## config.mk

```make
export PLATFORM = sky130hd
export DESIGN_NAME = ts_pkt_deframer
export DESIGN_NICKNAME = d
export VERILOG_FILES = /design/src/rtl/ts_pkt_deframer.sv
export SDC_FILE = /design/constraint.sdc
export NUM_CORES = 1
export LEC_CHECK = 0
export CAP_MARGIN = 20
export CORE_ASPECT_RATIO = 0.7
export CORE_MARGIN = 3
export CORE_UTILIZATION = 53
export DETAILED_ROUTE_END_ITERATION = 7
export PLACE_DENSITY = 0.81
export REMOVE_ABC_BUFFERS = 1
export SETUP_SLACK_MARGIN = 0.5
export SLEW_MARGIN = 0
export SYNTH_ARGS = -nofsm -noshare
export SYNTH_HDL_FRONTEND = slang
export SYNTH_SLANG_ARGS = --single-unit
```

## constraint.sdc

```tcl
create_clock -name clk -period 2.3 [get_ports clk]
set_input_delay 0.345 -clock clk [delete_from_list [all_inputs] [get_ports clk]]
set_output_delay 0.345 -clock clk [all_outputs]
set_load 0.005 [all_outputs]
```

## src/rtl/ts_pkt_deframer.sv

```systemverilog
// rtl/ts_pkt_deframer.sv - serial TS oversampler, MSB-first byte assembler and sync-byte packet framer
// Optional saturating packet/error counters: define TS_DEFRAMER_STATS_EN
`timescale 1ns/1ps
module ts_pkt_deframer #(
    parameter int         PKT_LEN    = 188,
    parameter logic [7:0] SYNC_BYTE  = 8'h47,
    parameter int         LOCK_CNT   = 3,
    parameter int         UNLOCK_CNT = 3
) (
    input  logic        clk,
    input  logic        reset,
    input  logic        ts_clk,
    input  logic        ts_valid,
    input  logic        ts_sync,
    input  logic        ts_d0,
    output logic [7:0]  byte_data,
    output logic        byte_valid,
    output logic        pkt_sop,
    output logic        pkt_eop,
    output logic        locked,
    output logic        sync_err
`ifdef TS_DEFRAMER_STATS_EN
    ,
    output logic [15:0] pkt_cnt,
    output logic [15:0] err_cnt
`endif
);
    localparam logic [7:0] LAST_IDX = 8'(PKT_LEN - 1);
    localparam logic [7:0] LOCK_N   = 8'(LOCK_CNT);
    localparam logic [7:0] UNLOCK_N = 8'(UNLOCK_CNT);

    typedef enum logic [1:0] {ST_HUNT, ST_VERIFY, ST_LOCK} state_t;

    // synchronizer bit order: {ts_clk, ts_valid, ts_sync, ts_d0}
    logic [3:0] in_s1_q, in_s1_d, in_s2_q, in_s2_d;
    logic       tsclk_s3_q, tsclk_s3_d;
    logic [7:0] shreg_q, shreg_d;
    logic [3:0] bit_cnt_q, bit_cnt_d;
    logic       byte_rdy_q, byte_rdy_d;

    state_t     state_q, state_d;
    logic [7:0] byte_idx_q, byte_idx_d;
    logic [7:0] match_cnt_q, match_cnt_d;
    logic [7:0] miss_cnt_q, miss_cnt_d;
    logic [7:0] data_q, data_d;
    logic       valid_q, valid_d, sop_q, sop_d, eop_q, eop_d;
    logic       locked_q, locked_d, err_q, err_d;

    logic       strobe, s_valid, s_sync, s_d0, is_sync;
    logic [7:0] next_idx, next_match, next_miss;

    assign strobe     = in_s2_q[3] & ~tsclk_s3_q;
    assign s_valid    = in_s2_q[2];
    assign s_sync     = in_s2_q[1];
    assign s_d0       = in_s2_q[0];
    assign is_sync    = (shreg_q == SYNC_BYTE);
    assign next_idx   = (byte_idx_q == LAST_IDX) ? 8'd0 : byte_idx_q + 8'd1;
    assign next_match = match_cnt_q + 8'd1;
    assign next_miss  = miss_cnt_q + 8'd1;

    always_comb begin
        in_s1_d    = {ts_clk, ts_valid, ts_sync, ts_d0};
        in_s2_d    = in_s1_q;
        tsclk_s3_d = in_s2_q[3];
        shreg_d    = shreg_q;
        bit_cnt_d  = bit_cnt_q;
        byte_rdy_d = 1'b0;
        if (strobe) begin
            if (!s_valid) begin
                bit_cnt_d = 4'd0;
            end else if (s_sync) begin
                shreg_d   = {7'd0, s_d0};
                bit_cnt_d = 4'd1;
            end else begin
                shreg_d = {shreg_q[6:0], s_d0};
                if (bit_cnt_q == 4'd7) begin
                    bit_cnt_d  = 4'd0;
                    byte_rdy_d = 1'b1;
                end else begin
                    bit_cnt_d = bit_cnt_q + 4'd1;
                end
            end
        end
    end

    // shreg_q still holds the completed byte on the clk after byte_rdy_q is set
    always_comb begin
        state_d     = state_q;
        byte_idx_d  = byte_idx_q;
        match_cnt_d = match_cnt_q;
        miss_cnt_d  = miss_cnt_q;
        data_d      = data_q;
        valid_d     = 1'b0;
        sop_d       = 1'b0;
        eop_d       = 1'b0;
        err_d       = 1'b0;
        if (byte_rdy_q) begin
            case (state_q)
                ST_HUNT: begin
                    if (is_sync) begin
                        byte_idx_d  = 8'd1;
                        match_cnt_d = 8'd1;
                        if (LOCK_N == 8'd1) begin
                            state_d    = ST_LOCK;
                            miss_cnt_d = 8'd0;
                            valid_d    = 1'b1;
                            sop_d      = 1'b1;
                        end else begin
                            state_d = ST_VERIFY;
                        end
                    end
                end
                ST_VERIFY: begin
                    if (byte_idx_q != 8'd0) begin
                        byte_idx_d = next_idx;
                    end else if (is_sync) begin
                        byte_idx_d  = 8'd1;
                        match_cnt_d = next_match;
                        if (next_match == LOCK_N) begin
                            state_d    = ST_LOCK;
                            miss_cnt_d = 8'd0;
                            valid_d    = 1'b1;
                            sop_d      = 1'b1;
                        end
                    end else begin
                        state_d     = ST_HUNT;
                        match_cnt_d = 8'd0;
                        byte_idx_d  = 8'd0;
                    end
                end
                ST_LOCK: begin
                    valid_d    = 1'b1;
                    sop_d      = (byte_idx_q == 8'd0);
                    eop_d      = (byte_idx_q == LAST_IDX);
                    byte_idx_d = next_idx;
                    if (byte_idx_q == 8'd0) begin
                        if (is_sync) begin
                            miss_cnt_d = 8'd0;
                        end else if (next_miss == UNLOCK_N) begin
                            state_d     = ST_HUNT;
                            valid_d     = 1'b0;
                            sop_d       = 1'b0;
                            byte_idx_d  = 8'd0;
                            miss_cnt_d  = 8'd0;
                            match_cnt_d = 8'd0;
                        end else begin
                            miss_cnt_d = next_miss;
                            err_d      = 1'b1;
                        end
                    end
                end
                default: state_d = ST_HUNT;
            endcase
            if (valid_d) begin
                data_d = shreg_q;
            end
        end
        locked_d = (state_d == ST_LOCK);
    end

    always_ff @(posedge clk or negedge reset) begin
        if (!reset) begin
            in_s1_q     <= 4'd0;
            in_s2_q     <= 4'd0;
            tsclk_s3_q  <= 1'b0;
            shreg_q     <= 8'd0;
            bit_cnt_q   <= 4'd0;
            byte_rdy_q  <= 1'b0;
            state_q     <= ST_HUNT;
            byte_idx_q  <= 8'd0;
            match_cnt_q <= 8'd0;
            miss_cnt_q  <= 8'd0;
            data_q      <= 8'd0;
            valid_q     <= 1'b0;
            sop_q       <= 1'b0;
            eop_q       <= 1'b0;
            locked_q    <= 1'b0;
            err_q       <= 1'b0;
        end else begin
            in_s1_q     <= in_s1_d;
            in_s2_q     <= in_s2_d;
            tsclk_s3_q  <= tsclk_s3_d;
            shreg_q     <= shreg_d;
            bit_cnt_q   <= bit_cnt_d;
            byte_rdy_q  <= byte_rdy_d;
            state_q     <= state_d;
            byte_idx_q  <= byte_idx_d;
            match_cnt_q <= match_cnt_d;
            miss_cnt_q  <= miss_cnt_d;
            data_q      <= data_d;
            valid_q     <= valid_d;
            sop_q       <= sop_d;
            eop_q       <= eop_d;
            locked_q    <= locked_d;
            err_q       <= err_d;
        end
    end

    assign byte_data  = data_q;
    assign byte_valid = valid_q;
    assign pkt_sop    = sop_q;
    assign pkt_eop    = eop_q;
    assign locked     = locked_q;
    assign sync_err   = err_q;

`ifdef TS_DEFRAMER_STATS_EN
    logic [15:0] pkt_cnt_q, pkt_cnt_d, err_cnt_q, err_cnt_d;

    always_comb begin
        pkt_cnt_d = pkt_cnt_q;
        err_cnt_d = err_cnt_q;
        if (valid_d && eop_d && (pkt_cnt_q != 16'hFFFF)) begin
            pkt_cnt_d = pkt_cnt_q + 16'd1;
        end
        if (err_d && (err_cnt_q != 16'hFFFF)) begin
            err_cnt_d = err_cnt_q + 16'd1;
        end
    end

    always_ff @(posedge clk or negedge reset) begin
        if (!reset) begin
            pkt_cnt_q <= 16'd0;
            err_cnt_q <= 16'd0;
        end else begin
            pkt_cnt_q <= pkt_cnt_d;
            err_cnt_q <= err_cnt_d;
        end
    end

    assign pkt_cnt = pkt_cnt_q;
    assign err_cnt = err_cnt_q;
`endif
endmodule
```

==> results.json <==
{
  "status": "complete, no violations",
  "ir_drop_uv": 423,
  "multi_input_area_um2": 1800,
  "clockBufferDepth": 2,
  "drt-initial-drc-count": 177,
  "cp_num_buf_inv": 2,
  "power_density_nw_per_um2": 522,
  "setup_ws_ps": 48.5,
  "cts.clk_slew.worst_paths_ps": 70,
  "port_buffers": 18,
  "die_y_um": 70.3,
  "top_level_ports": 19,
  "cp-endpoint": "match_cnt_q[4]",
  "fillers": 320,
  "synth_seq_area_share_pct": 48.7,
  "p_sw_share_pct": 23.5,
  "ys.flop_type": "dfrtp_1",
  "tightest_slew_ps": 528,
  "synth_area_leaders": "dfrtp_1, ha_1, o21ai_0",
  "antenna_found_initial": 0,
  "cts_tree": "built",
  "p_switching_w": 0.000538,
  "hold_violations": 0,
  "cp-startpoint": "miss_cnt_q[0]",
  "seq_area_um2": 1530,
  "fin_nets": 410,
  "antenna_cells": 0,
  "syn_area_per_cell_um2": 9.95,
  "synth-seq-cells": 61,
  "drcViolationCount": 0,
  "path_delay_family": "compound AO/OA/AOI/OAI gates",
  "start_util_pct": 57.2,
  "ctsRootBufferMaster": "clkbuf_8",
  "synthCells": 315,
  "slew_headroom_pct": 64.8,
  "async_flop_share_pct": 100,
  "areaGrowthSynthToFinish_pct": 39.8,
  "internal_power_w": 0.00175,
  "p_seq_share_pct": 49.1,
  "netlist.top_cell.by_area": "dfrtp_1",
  "drive_above_1_share_pct": 34.0,
  "synth_edf_count": 0,
  "pre_cts_ws_ps": -152,
  "gp_congestion": 0.881,
  "grt_pass1_wl_um": 13200,
  "via_per_inst": 5.84,
  "critPathKind": "flip-flop to flip-flop",
  "crit_required_ps": 2510,
  "max_freq_mhz": 444,
  "ys_warn_count": 0,
  "rr_endpoint": "match_cnt_q[4]",
  "core-area_um2": 5480,
  "yosysMostFrequentCell": "dfrtp_1",
  "critPathMaxFanout": 9,
  "drv_cap": 0,
  "synth_commonest_cells": "dfrtp_1, nand2_1, nor2_1",
  "first_pass_iters": 5,
  "htree_levels": 3,
  "synth_area_um2": 3130,
  "arrival_ps": 2460,
  "postRouteAntennaNets": 0,
  "die_area_um2": 6880,
  "power.leakage_nw": 1.94,
  "finalCritPeriodShare_pct": 97.9,
  "dpl.hpwl_um": 5120,
  "worstPathCellList": "ha_2 -> a311oi_2 -> a31oi_4 -> a2111oi_4 -> buf_6 -> a21oi_4 -> buf_4 -> o31ai_1 -> o31ai_2",
  "wire_per_inst_um": 17.6,
  "numCtsBuffers": 9,
  "min_period_ps": 2250,
  "grt_pass1_vias": 2710,
  "ys_types": 57,
  "worst_hold_slack_ps": 348,
  "yosysTopAreaCellShare_pct": 48.7,
  "cp_slowest_cell": "dfrtp_1",
  "p_comb_share_pct": 5.1,
  "setup_viol": 0,
  "start_kind": "flip-flop",
  "die_x_um": 97.9,
  "endpoint_kind": "flip-flop",
  "max_stage_delay_ps": 420,
  "detailroute.via_count": 2741,
  "hold_class": "flip-flop to flip-flop",
  "grt_start_max_net_pins": 26,
  "rrSetupSlack_ps": 50,
  "dp.cells": 438,
  "clock_latency_ps": 350,
  "r2r_cells": 9,
  "clock_skew_ps": 13.8,
  "slew_viol_final": 0,
  "overflow": 0,
  "clock_sinks": 61,
  "grt.total_usage_pct": 24.1,
  "final_cells": 469,
  "rsz0062_at_grt": "yes",
  "rows": 22,
  "wl_um": 8260,
  "crit_cells": 9,
  "r2r_start": "miss_cnt_q[0]",
  "clkPwrFrac_pct": 45.8
}
==> kinds of logic (layout without fill, tap and decap cells) <==
group                    after synthesis  in the layout  synth area share, %
AO/OA/AOI/OAI                         69             69                 15.1
AND/OR/NAND/NOR                      126            126                 21.6
XOR/XNOR                               9              9                 2.52
flip-flops                            61             61                 48.7
multiplexers                          11             11                 3.91
adder cells (fa/ha/maj)               11             11                 4.39
buffers and inverters                 28            110                 3.67
==> placed cells by master (no fill, tap or decap), types with 4 or more instances in the layout <==
cell             netlist  final
a31oi_1                8      5
and3_1                 5      4
buf_4                  0     51
buf_6                  1      6
clkbuf_8               0      9
clkdlybuf4s50_1        0     17
dfrtp_1               61     60
ha_1                  11      8
inv_1                 17     16
mux2_4                 0      8
nand2_1               27     25
nand2b_1              11     10
nand3_1               10      8
nand4_1                7      7
nor2_1                24     21
nor3_1                10      6
nor4_1                 6      4
o21ai_0               23     15
o21ai_1                0      7
o31ai_1               10      6
o31ai_2                0      4
xnor2_1                4      4
xor2_1                 5      5
==> worst min-delay path by stage <==
stage                          start  cells after the start             to  slack [ps]
after CTS                 in_s1_q[3]                      0     in_s2_q[3]         350
after detailed placement       reset                      1  miss_cnt_q[4]         340
after global placement    in_s1_q[0]                      0     in_s2_q[0]         330
final                     in_s1_q[1]                      0     in_s2_q[1]         350
after floorplan                reset                      0   bit_cnt_q[0]          50
after global routing      in_s1_q[1]                      0     in_s2_q[1]         360
==> registers in the layout (all words and copies together) (netlist names) <==
signal,cells
bit_cnt_q,4
byte_data,8
byte_idx_q,8
byte_rdy_q,1
byte_valid,1
in_s1_q,4
in_s2_q,4
locked,1
match_cnt_q,8
miss_cnt_q,8
pkt_eop,1
pkt_sop,1
shreg_q,8
state_q,2
sync_err,1
tsclk_s3_q,1
==> layer usage <==
metal / global-route usage (%) / routed length [um] / share of wire, % / vias up
met3: 6.49 / 687 / 8.3 / 9
li1: - / - / - / 1294
met1: 33.0 / 3540 / 43 / 1330
met2: 37.7 / 3960 / 48 / 108
met5: 0 / 0 / 0 / -
met4: 7.22 / 70 / 0.85 / 0
==> layout make-up <==
class / instances / area share [%]
Clock buffer: 9 / 2.83
Clock inverter: 6 / 2.03
Inverter: 17 / 1.57
Multi-Input combinational cell: 226 / 41.1
Sequential cell: 61 / 34.9
Tap cell: 72 / 2.06
Timing Repair Buffer: 78 / 15.5
==> worst register-to-register path: stages, from the launching register on <==
cell and delay [ps]:
dfrtp_1 420, ha_2 240, a311oi_2 330, a31oi_4 70, a2111oi_4 220, buf_6 180, a21oi_4 70, buf_4 180
o31ai_1 310, o31ai_2 110
==> power groups by stage <==
stage | clock network, W | logic [W] | registers (W)
floorplan | 0 | 0.0000484 | 0.00113
global placement | 0 | 0.0000992 | 0.00114
detailed placement | 0 | 0.000106 | 0.00114
CTS | 0.00105 | 0.000113 | 0.00112
global route | 0.00111 | 0.000130 | 0.00112
finish | 0.00105 | 0.000117 | 0.00112
==> timing repair <==
action	in CTS	in global routing
pin swaps	20	4
hold buffers	1	0
setup endpoints to repair	38	38
gates cloned	0	1
hold endpoints to repair	21	0
gates resized for setup	44	35
buffers inserted	10	4
==> metrics by stage <==
| step | total power, W | setup TNS (ps) | utilization, % | cell area (um2) |
|---|---|---|---|---|
| after global placement | 0.00124 | -276 | 67.4 | 3690 |
| final | 0.00229 | 0 | 80.0 | 4380 |
| after CTS | 0.00229 | 0 | 76.1 | 4170 |
| after floorplan | 0.00118 | -837 | - | 3080 |
| after global routing | 0.00237 | -403 | 80.0 | 4380 |
| after detailed placement | 0.00125 | -1490 | 67.4 | 3690 |
(Power assumes the default switching activity.)
